<file path="src/rtl/ps2_scancode_decoder_if.sv">
// Byte-in / event-out bus of the PS/2 scan-code decoder.
// The decoder takes the slave modport; the byte source and event consumer take master.
interface ps2_scancode_decoder_if #(
    parameter int unsigned FIFO_DEPTH = 8
);
    localparam int unsigned LW = $clog2(FIFO_DEPTH) + 1;

    logic [7:0]    i_data;
    logic          i_data_valid;
    logic [7:0]    o_evt_code;
    logic          o_evt_ext;
    logic          o_evt_break;
    logic          o_evt_valid;
    logic          i_evt_ready;
    logic [LW-1:0] o_level;
    logic          o_overflow;
    logic          i_ovf_clr;
    logic          o_seq_err;

    modport master (
        output i_data, i_data_valid, i_evt_ready, i_ovf_clr,
        input  o_evt_code, o_evt_ext, o_evt_break, o_evt_valid, o_level, o_overflow, o_seq_err
    );

    modport slave (
        input  i_data, i_data_valid, i_evt_ready, i_ovf_clr,
        output o_evt_code, o_evt_ext, o_evt_break, o_evt_valid, o_level, o_overflow, o_seq_err
    );
endinterface

</file>
<file path="src/rtl/ps2_scancode_decoder.sv">
// PS/2 set-2 scan-code decoder: folds E0/F0/E1 prefixes into key events,
// optionally filters typematic repeats, and queues events in a FWFT FIFO.
module ps2_scancode_decoder #(
    parameter int unsigned TIMEOUT_CYCLES = 250000,
    parameter int unsigned FIFO_DEPTH     = 8,
    parameter int unsigned FILTER_REPEAT  = 1
) (
    input logic                   i_clk,
    input logic                   i_rst,
    ps2_scancode_decoder_if.slave bus
);
    localparam int unsigned AW = (FIFO_DEPTH > 1) ? $clog2(FIFO_DEPTH) : 1;
    localparam int unsigned LW = AW + 1;
    localparam int unsigned TW = (TIMEOUT_CYCLES > 1) ? $clog2(TIMEOUT_CYCLES) : 1;

    localparam logic [2:0] IDLE     = 3'd0;
    localparam logic [2:0] PFX_E0   = 3'd1;
    localparam logic [2:0] PFX_F0   = 3'd2;
    localparam logic [2:0] PFX_E0F0 = 3'd3;
    localparam logic [2:0] SKIP_E1  = 3'd4;

    typedef struct packed {
        logic       ext;
        logic       brk;
        logic [7:0] code;
    } evt_t;

    logic [2:0]    state_q, state_d;
    logic [2:0]    remain_q, remain_d;
    logic [TW-1:0] cnt_q, cnt_d;
    logic          seq_err_q;
    logic          seq_err_c;
    logic          emit_c;
    evt_t          evt_c;
    logic [8:0]    held_q;
    logic          held_vld_q;
    logic          push_c;

    evt_t          mem_q [FIFO_DEPTH];
    logic [AW-1:0] wr_ptr_q, rd_ptr_q;
    logic [LW-1:0] count_q;
    logic          ovf_q;

    logic       is_ctrl_c;
    logic       is_pfx_c;
    logic       restart_c;
    logic [2:0] eff_state_c;
    logic [7:0] d;

    assign d = bus.i_data;

    // Byte classification; a stray prefix inside a sequence restarts it from IDLE
    always_comb begin
        is_ctrl_c = 1'b0;
        is_pfx_c  = 1'b0;
        case (d)
            8'hFA, 8'hAA, 8'hEE, 8'hFE, 8'hFC, 8'hFD, 8'h00, 8'hFF: is_ctrl_c = 1'b1;
            8'hE0, 8'hF0, 8'hE1:                                    is_pfx_c  = 1'b1;
            default: ;
        endcase
        restart_c   = is_pfx_c && (state_q != IDLE) && !((state_q == PFX_E0) && (d == 8'hF0));
        eff_state_c = restart_c ? IDLE : state_q;
    end

    // Next-state, event generation and inter-byte timeout
    always_comb begin
        state_d   = state_q;
        remain_d  = remain_q;
        cnt_d     = cnt_q;
        emit_c    = 1'b0;
        evt_c     = '0;
        seq_err_c = 1'b0;
        if (bus.i_data_valid) begin
            cnt_d = '0;
            if (state_q == SKIP_E1) begin
                remain_d = remain_q - 3'd1;
                if (remain_q == 3'd1) begin
                    emit_c  = 1'b1;
                    evt_c   = '{ext: 1'b1, brk: 1'b0, code: 8'hE1};
                    state_d = IDLE;
                end
            end else if (!is_ctrl_c) begin
                seq_err_c = restart_c;
                case (eff_state_c)
                    IDLE: begin
                        if (d == 8'hE0) begin
                            state_d = PFX_E0;
                        end else if (d == 8'hF0) begin
                            state_d = PFX_F0;
                        end else if (d == 8'hE1) begin
                            state_d  = SKIP_E1;
                            remain_d = 3'd7;
                        end else begin
                            emit_c = 1'b1;
                            evt_c  = '{ext: 1'b0, brk: 1'b0, code: d};
                        end
                    end
                    PFX_E0: begin
                        if (d == 8'hF0) begin
                            state_d = PFX_E0F0;
                        end else begin
                            emit_c  = 1'b1;
                            evt_c   = '{ext: 1'b1, brk: 1'b0, code: d};
                            state_d = IDLE;
                        end
                    end
                    PFX_F0: begin
                        emit_c  = 1'b1;
                        evt_c   = '{ext: 1'b0, brk: 1'b1, code: d};
                        state_d = IDLE;
                    end
                    PFX_E0F0: begin
                        emit_c  = 1'b1;
                        evt_c   = '{ext: 1'b1, brk: 1'b1, code: d};
                        state_d = IDLE;
                    end
                    default: state_d = IDLE;
                endcase
            end
        end else if (state_q == IDLE) begin
            cnt_d = '0;
        end else if (cnt_q == TW'(TIMEOUT_CYCLES - 1)) begin
            cnt_d     = '0;
            state_d   = IDLE;
            seq_err_c = 1'b1;
        end else begin
            cnt_d = cnt_q + TW'(1);
        end
    end

    // A make matching the currently held key is a typematic repeat
    assign push_c = emit_c && !((FILTER_REPEAT != 0) && !evt_c.brk && held_vld_q &&
                                (held_q == {evt_c.ext, evt_c.code}));

    always_ff @(posedge i_clk or posedge i_rst) begin
        if (i_rst) begin
            state_q    <= IDLE;
            remain_q   <= '0;
            cnt_q      <= '0;
            seq_err_q  <= 1'b0;
            held_q     <= '0;
            held_vld_q <= 1'b0;
        end else begin
            state_q   <= state_d;
            remain_q  <= remain_d;
            cnt_q     <= cnt_d;
            seq_err_q <= seq_err_c;
            if (push_c) begin
                if (!evt_c.brk) begin
                    held_q     <= {evt_c.ext, evt_c.code};
                    held_vld_q <= 1'b1;
                end else if (held_vld_q && (held_q == {evt_c.ext, evt_c.code})) begin
                    held_vld_q <= 1'b0;
                end
            end
        end
    end

    logic full_c, rd_en_c, wr_en_c, drop_c;

    assign full_c  = (count_q == LW'(FIFO_DEPTH));
    assign rd_en_c = (count_q != '0) && bus.i_evt_ready;
    assign wr_en_c = push_c && (!full_c || rd_en_c);
    assign drop_c  = push_c && full_c && !rd_en_c;

    // Event FIFO; pointers wrap naturally because the depth is a power of two
    always_ff @(posedge i_clk or posedge i_rst) begin
        if (i_rst) begin
            wr_ptr_q <= '0;
            rd_ptr_q <= '0;
            count_q  <= '0;
            ovf_q    <= 1'b0;
            for (int i = 0; i < int'(FIFO_DEPTH); i++) begin
                mem_q[i] <= '0;
            end
        end else begin
            if (wr_en_c) begin
                mem_q[wr_ptr_q] <= evt_c;
                wr_ptr_q        <= wr_ptr_q + AW'(1);
            end
            if (rd_en_c) begin
                rd_ptr_q <= rd_ptr_q + AW'(1);
            end
            if (wr_en_c && !rd_en_c) begin
                count_q <= count_q + LW'(1);
            end else if (!wr_en_c && rd_en_c) begin
                count_q <= count_q - LW'(1);
            end
            if (drop_c) begin
                ovf_q <= 1'b1;
            end else if (bus.i_ovf_clr) begin
                ovf_q <= 1'b0;
            end
        end
    end

    assign bus.o_evt_code  = mem_q[rd_ptr_q].code;
    assign bus.o_evt_ext   = mem_q[rd_ptr_q].ext;
    assign bus.o_evt_break = mem_q[rd_ptr_q].brk;
    assign bus.o_evt_valid = (count_q != '0);
    assign bus.o_level     = count_q;
    assign bus.o_overflow  = ovf_q;
    assign bus.o_seq_err   = seq_err_q;

endmodule

</file>
<file path="src/flat_wrapper.sv">
// flat-port wrapper written by rule: the top's interface ports become plain ports
module ps2_scancode_decoder_flat 
#(
    parameter int unsigned TIMEOUT_CYCLES = 250000,
    parameter int unsigned FIFO_DEPTH     = 8,
    parameter int unsigned FILTER_REPEAT  = 1
)
  (i_clk, i_rst, bus_i_data, bus_i_data_valid, bus_i_evt_ready, bus_i_ovf_clr, bus_o_evt_code, bus_o_evt_ext, bus_o_evt_break, bus_o_evt_valid, bus_o_level, bus_o_overflow, bus_o_seq_err);
  ps2_scancode_decoder_if #(.FIFO_DEPTH(FIFO_DEPTH)) bus_i ();
  input logic i_clk;
  input logic i_rst;
  input wire logic [$bits(bus_i.i_data)-1:0] bus_i_data;
  input wire logic [$bits(bus_i.i_data_valid)-1:0] bus_i_data_valid;
  input wire logic [$bits(bus_i.i_evt_ready)-1:0] bus_i_evt_ready;
  input wire logic [$bits(bus_i.i_ovf_clr)-1:0] bus_i_ovf_clr;
  output wire logic [$bits(bus_i.o_evt_code)-1:0] bus_o_evt_code;
  output wire logic [$bits(bus_i.o_evt_ext)-1:0] bus_o_evt_ext;
  output wire logic [$bits(bus_i.o_evt_break)-1:0] bus_o_evt_break;
  output wire logic [$bits(bus_i.o_evt_valid)-1:0] bus_o_evt_valid;
  output wire logic [$bits(bus_i.o_level)-1:0] bus_o_level;
  output wire logic [$bits(bus_i.o_overflow)-1:0] bus_o_overflow;
  output wire logic [$bits(bus_i.o_seq_err)-1:0] bus_o_seq_err;
  assign bus_i.i_data = bus_i_data;
  assign bus_i.i_data_valid = bus_i_data_valid;
  assign bus_i.i_evt_ready = bus_i_evt_ready;
  assign bus_i.i_ovf_clr = bus_i_ovf_clr;
  assign bus_o_evt_code = bus_i.o_evt_code;
  assign bus_o_evt_ext = bus_i.o_evt_ext;
  assign bus_o_evt_break = bus_i.o_evt_break;
  assign bus_o_evt_valid = bus_i.o_evt_valid;
  assign bus_o_level = bus_i.o_level;
  assign bus_o_overflow = bus_i.o_overflow;
  assign bus_o_seq_err = bus_i.o_seq_err;
  ps2_scancode_decoder #(.TIMEOUT_CYCLES(TIMEOUT_CYCLES), .FIFO_DEPTH(FIFO_DEPTH), .FILTER_REPEAT(FILTER_REPEAT)) u_core (.i_clk(i_clk), .i_rst(i_rst), .bus(bus_i));
endmodule
</file>
<file path="config.mk">
export PLATFORM = sky130hd
export DESIGN_NAME = ps2_scancode_decoder_flat
export DESIGN_NICKNAME = d
export VERILOG_FILES = /design/src/rtl/ps2_scancode_decoder_if.sv /design/src/rtl/ps2_scancode_decoder.sv /design/src/flat_wrapper.sv
export SDC_FILE = /design/constraint.sdc
export NUM_CORES = 1
export LEC_CHECK = 0
export ABC_CLOCK_PERIOD_IN_PS = 4300
export BUFFER_PORTS_ARGS = -buffer_cell sky130_fd_sc_hd__buf_2
export CAP_MARGIN = 20
export CORE_UTILIZATION = 50
export CTS_CLUSTER_DIAMETER = 120
export CTS_CLUSTER_SIZE = 40
export DETAILED_ROUTE_END_ITERATION = 7
export GPL_TIMING_DRIVEN = 0
export MAX_ROUTING_LAYER = met4
export PLACE_DENSITY = 0.69
export SLEW_MARGIN = 5
export SYNTH_ARGS = -nofsm -noshare
export SYNTH_HDL_FRONTEND = slang
export SYNTH_SLANG_ARGS = --single-unit
</file>
<file path="constraint.sdc">
create_clock -name i_clk -period 4.3 [get_ports i_clk]
set_input_delay 0.215 -clock i_clk [delete_from_list [all_inputs] [get_ports i_clk]]
set_output_delay 0.215 -clock i_clk [all_outputs]
set_load 0.01 [all_outputs]
</file>
After elaboration in Yosys (flattened, before gate mapping)
Index checks and enable logic that the tools add are counted.
{"block": "word_totals", "regBits": 126, "inputBits": 13, "elab_cells": 169}
{"block": "classes", "n_addsub": 6, "n_lt_le_gt_ge": 3, "eq_ne": 27, "n_mux": 58, "n_bitwise": 3, "n_reduce_logical": 38}
{"operator": "2-to-1 mux 10 bit", "n": 10}
{"operator": "bitwise mux 80 bit", "n": 1}
{"operator": "equality test 8 bit (second input constant)", "n": 10}
{"operator": "2-to-1 mux 18 bit", "n": 3}
{"operator": "2-to-1 mux 3 bit", "n": 16}
{"operator": "case mux 10 bit (4 select lines)", "n": 1}
{"operator": "binary-select mux 10 bit (select 3 bit)", "n": 1}
{"operator": "demux 10 bit (select 3 bit)", "n": 1}
{"operator": "2-to-1 mux 1 bit", "n": 19}
{"operator": "adder 18 x 1 -> 18 bit (second input constant)", "n": 1}
{"operator": "equality test 18 bit (second input constant)", "n": 1}
{"operator": "logical AND 1 bit", "n": 14}
{"operator": "nonzero test 2 bit", "n": 5}
{"operator": "equality test 3 x 1 -> 1 bit (second input constant)", "n": 3}
{"operator": "equality test 9 bit", "n": 1}
{"operator": "greater-or-equal comparator 4 bit (second input constant)", "n": 2}
{"operator": "logical NOT 8 bit", "n": 1}
{"operator": "2-to-1 mux 4 bit", "n": 2}
{"operator": "2-to-1 mux 8 bit", "n": 1}
{"operator": "NOT 3 -> 4 bit", "n": 2}
{"operator": "OR reduction 8 bit", "n": 1}
{"operator": "adder 3 x 1 -> 3 bit (second input constant)", "n": 2}
{"operator": "equality test 3 x 2 -> 1 bit (second input constant)", "n": 2}
{"operator": "logical NOT 1 bit", "n": 6}
{"operator": "other kinds (23)", "n": 29}

Longest topological paths before layout
{"block": "logic_depth", "ltp_word": 21, "depth_mapped": 20, "mapped_depth_nobuf": 18}

Least setup slack after synthesis
OpenSTA, ideal clock, no wires.
{"block": "synth_path", "path_kind": "reg2reg", "from": "reg u_core.state_q[1]", "to": "reg u_core.count_q[3] (netlist: u_core.bus.o_level[3])", "setup_time_ns": 0.127, "arrival_ns": 3.927, "t_required_ns": 4.173, "slack_ns": 0.246, "stages_incl_launch_ff": 19, "path_buffers": 2, "cell_sequence": "dfrtp_1 > clkbuf_1 > nor3_2 > a21oi_1 > a221o_1 > a2111oi_4 > xor2_1 > a211o_1 > nor3_2 > buf_6 > nor2_1 > ha_1 > inv_1 > ha_1 > a21o_1 > a21oi_1 > xnor2_1 > nor2_1 > xor2_1"}
{"block": "synth_between", "elab_chain_len": 19, "elab_cells_between_ends": 33, "classes_between": "eq/ne: 6; mux: 10; reduce/logical: 17"}
{"element": "start: declaration", "line_no": "ps2_scancode_decoder.sv:28", "text": "logic [2:0] state_q, state_d;"}
{"element": "start signal: assignment", "line_no": "ps2_scancode_decoder.sv:144", "text": "state_q <= state_d;"}
{"element": "parallel branches: the longest is 14 deep, another holds case mux 10 bit (4 select lines)"}
{"element": "logical AND 1 bit *", "line_no": "ps2_scancode_decoder.sv:132", "text": "assign push_c = emit_c && !((FILTER_REPEAT != 0) && !evt_c.brk && held_vld_q &&"}
{"element": "logical AND 1 bit *", "line_no": "ps2_scancode_decoder.sv:163", "text": "assign wr_en_c = push_c && (!full_c || rd_en_c);"}
{"element": "named net u_core.wr_en_c", "line_no": "ps2_scancode_decoder.sv:159", "text": "logic full_c, rd_en_c, wr_en_c, drop_c;"}
{"element": "logical NOT 1 bit", "line_no": "ps2_scancode_decoder.sv:186", "text": "end else if (!wr_en_c && rd_en_c) begin"}
{"element": "logical AND 1 bit", "line_no": "ps2_scancode_decoder.sv:186"}
{"element": "nonzero test 2 bit (no line)"}
{"element": "end signal: assignment", "line_no": "ps2_scancode_decoder.sv:185", "text": "count_q <= count_q + LW'(1);"}
{"element": "end signal: assignment", "line_no": "ps2_scancode_decoder.sv:187", "text": "count_q <= count_q - LW'(1);"}
{"element": "end: declaration", "line_no": "ps2_scancode_decoder.sv:41", "text": "logic [LW-1:0] count_q;"}
Mark *: on every way through the listed nets, which the timed path passes.
A chain may end at the register's enable or synchronous reset.

Worst setup path in the final report
{"block": "layout_path", "from": "reg u_core.state_q[2]", "to": "reg u_core.count_q[3] (netlist: u_core.bus.o_level[3])"}
Same word-level chain as after synthesis.

==> results.py <==
metrics = {
    "drt": {
        "drc": 0,
        "first_pass_iters": 4,
        "drt_iter0_markers": 257,
        "routedWlPerCell_um": 18.39,
        "drt_wl_total_mm": 13.81,
        "antenna_left": 0,
        "viasPerCell": 5.638,
        "vias": 4234,
    },
    "cells_and_area": {
        "antennaDiodeCount": 0,
        "design_area_um2": 7612,
        "drive_gt1_share_pct": 35.75,
        "nNetsFinal": 590,
        "layout_commonest_cell": "dfrtp_1",
        "most-common-layout-cells": "dfrtp_1 (125), mux2_2 (91), nor2_1 (34), buf_2 (30), nand2_1 (22)",
        "syn_to_final_growth_pct": 17.38,
    },
    "clock_tree": {
        "cts.htree.levels": 4,
        "cts_tree": "built",
        "clockBufferDepth": 2,
        "cts-root-buf": "clkbuf_16",
        "cts_buffers": 17,
        "clock_sink_count": 126,
        "cts.clk_slew.worst_paths_ns": 0.06,
        "worstSkewPairLatency_ns": 0.42,
    },
    "pwr": {
        "p_leak_nw": 3.383,
        "p_int_w": 0.003248,
        "ir_worst_vdd_mv": 0.3587,
        "clkPwrFrac_pct": 30.5,
        "p_switching_w": 0.001411,
        "swShare_pct": 30.28,
        "combPwrFrac_pct": 32.0,
        "seqPwrFrac_pct": 37.5,
        "p_per_area_nw_per_um2": 612.0,
    },
    "synthesis": {
        "synthesis.area_um2": 6485,
        "synth_edf_count": 0,
        "ys.flop_type": "dfrtp_1",
        "synth-warning-count": 0,
        "yosysSeqAreaShare_pct": 48.62,
        "postSynth.asyncResetShare_pct": 100.0,
        "synthDistinctLibCells": 63,
        "syn_inst": 510,
        "synth_top_cell_area_share_pct": 48.62,
        "avgSynthCellArea_um2": 12.72,
        "ys_seq_elements": 126,
        "synth_top_area_cell": "dfrtp_1",
        "synth_area_leaders": "dfrtp_1 (49%), mux2_2 (16%), mux4_2 (6.9%)",
        "synth_fp_nets": 532,
    },
    "die": {
        "io_pins": 30,
        "start_util_pct": 51.39,
        "dieWidth_um": 115.9,
        "rows": 41,
        "fp.dieH_um": 115.9,
        "dieArea_um2": 13430,
        "core-area_um2": 12620,
    },
    "timing": {
        "setup_violations": 0,
        "timing.final.crit_share_pct": 94.46,
        "tightest_slew_ns": 0.9962,
        "relSlewSlack_pct": 33.09,
        "tns_ns": 0,
        "fin_crit_ns": 4.062,
        "fmax_mhz": 246.2,
        "fin_worst_skew_ns": 0.01096,
        "hold_viol_final": 0,
        "final_max_slew_viol_count": 0,
    },
    "placed_design": {
        "placed_cell_area_um2": 6863,
        "place_congestion": 0.9053,
        "port_buffers": 26,
        "dp_hpwl_mm": 9.184,
    },
    "worst_setup_path": {
        "cp_slowest_stage_delay_ns": 0.59,
        "worstPathMaxFanout": 10,
        "setup.worst_path.end_class": "flop",
        "worstSetupPathType": "reg2reg",
        "worstPathRequired_ns": 4.60,
        "slowest_stage": "or4b_1",
        "cpLargestDelayFamily": "simple AND/OR/NAND/NOR gates",
        "path_cells": "buf_4 -> or3b_2 -> nand2_4 -> nor3_4 -> xor2_1 -> or4b_1 -> nor3_4 -> buf_8 -> nor2_1 -> ha_1 -> inv_1 -> ha_1 -> a21o_1 -> a21oi_1 -> xnor2_1 -> nor2_1 -> xor2_1",
        "setup.worst_path.start_class": "flop",
        "crit_buf_inv": 3,
        "crit_arrival_ns": 4.36,
    },
    "run_status": {
        "status": "complete, no violations",
    },
    "grt": {
        "grt_util_all_layers_pct": 23.89,
        "antenna_found_initial": 0,
        "grt_max_degree": 66,
        "grt_overflow_total": 0,
        "grt_pass1_vias": 4390,
        "grt_pass1_wl_mm": 23.12,
    },
    "min_path": {
        "hold_class": "in2reg",
    },
    "flow_run": {
        "max_cap_violations": 0,
    },
}
-- logic make-up (layout without fill, tap and decap cells) --
group / count (synthesis) / after routing / synth area share (%)
compound gates: 55 / 55 / 6.309
xor+xnor: 28 / 28 / 3.782
flops: 126 / 126 / 48.62
mux: 124 / 124 / 24.95
buf+inv: 39 / 108 / 2.508
simple gates: 129 / 129 / 11.98
fa+ha+maj: 9 / 9 / 1.852
-- worst reg2reg max path, cell delays in order (launching register included) --
cell and delay (ns):
dfrtp_1 0.39, buf_4 0.19, or3b_2 0.50, nand2_4 0.16, nor3_4 0.08, xor2_1 0.17
or4b_1 0.59, nor3_4 0.33, buf_8 0.17, nor2_1 0.08, ha_1 0.26, inv_1 0.11
ha_1 0.25, a21o_1 0.18, a21oi_1 0.17, xnor2_1 0.14, nor2_1 0.07, xor2_1 0.14
-- worst paths after layout --
| check | from | endpoint | slack [ns] | cells after the start |
|---|---|---|---|---|
| min reg2reg | u_core.cnt_q[0] | u_core.cnt_q[0] | 0.46 | 1 |
| max reg2reg | u_core.state_q[2] | u_core.bus.o_level[3] | 0.24 | 17 |
| max in group asynchronous | i_rst | u_core.mem_q[34] | 3.13 | 4 |
| min in group asynchronous | i_rst | u_core.remain_q[0] | 0.44 | 3 |
| max | u_core.state_q[2] | u_core.bus.o_level[3] | 0.24 | 17 |
| min | bus_i_evt_ready | u_core.rd_ptr_q[2] | 0.13 | 3 |
-- synthesized netlist by cell type (4+ instances only) --
cell type and instances:
dfrtp_1 126, mux2_2 91, nor2_1 34, nand2_1 23
mux4_2 20, inv_1 16, xnor2_1 14, xor2_1 14
clkbuf_1 13, nand3_1 13, o21ai_0 11, a21oi_1 10
mux2_1 10, ha_1 8, nand2b_1 8, and3_1 7
nor3_1 6, nor4_4 6, and2_1 4, buf_1 4
nor3_2 4, nor4_1 4, or3_1 4
-- flip-flops by register name, indices dropped and copies added (netlist names) --
name,cells
u_core.mem_q,80
u_core.cnt_q,18
u_core.held_q,9
u_core.bus.o_level,4
u_core.rd_ptr_q,3
u_core.remain_q,3
u_core.state_q,3
u_core.wr_ptr_q,3
u_core.bus.o_overflow,1
u_core.bus.o_seq_err,1
u_core.held_vld_q,1
-- through the flow --
stage / power (W) / util (%) / setup WS, ns / hold WS, ns / std cells
after floorplan: 0.002836 / - / 0.2458 / 0.3089 / 510
after global placement: 0.003161 / 54.12 / -0.5829 / 0.4019 / 708
after detailed placement: 0.003243 / 54.38 / -0.4352 / 0.3512 / 709
after CTS: 0.004696 / 59.49 / 0.01261 / 0.1248 / 741
after global routing: 0.004929 / 60.32 / -0.0008660 / 0.1338 / 751
final: 0.004659 / 60.32 / 0.2381 / 0.1306 / 751
-- power groups by stage --
stage,registers (W),logic [W],clock network [W]
floorplan,0.00170,0.00113,0
global placement,0.00173,0.00143,0
detailed placement,0.00176,0.00148,0
CTS,0.00175,0.00150,0.00145
global route,0.00180,0.00163,0.00150
finish,0.00175,0.00149,0.00142
-- layout make-up --
class                   instances  area [um2]
inverters                      16       65.06
repair buffers                 40       257.7
clock inverters                10       141.4
flip-flops and latches        126        3154
clock buffers                  20       446.7
multi-input cells             345        3224
fillers                      1037        5007
well taps                     172       215.2
plain buffers                  22       107.6
-- what timing repair did --
item,in CTS,in global routing
buffers inserted,1,9
hold buffers,2,0
setup endpoints to repair,2,2
pin swaps,1,6
hold endpoints to repair,65,0
resized for setup,7,12
-- layer usage --
layer / up-vias / track usage (%) / wire length, um
met3: 6 / 6.276 / 595
met4: 0 / 6.667 / 78
met2: 75 / 37.74 / 6959
met1: 2172 / 30.44 / 6178
met5: - / - / 0
li1: 1981 / - / -
No activity file was read; power rests on OpenSTA's default activity.
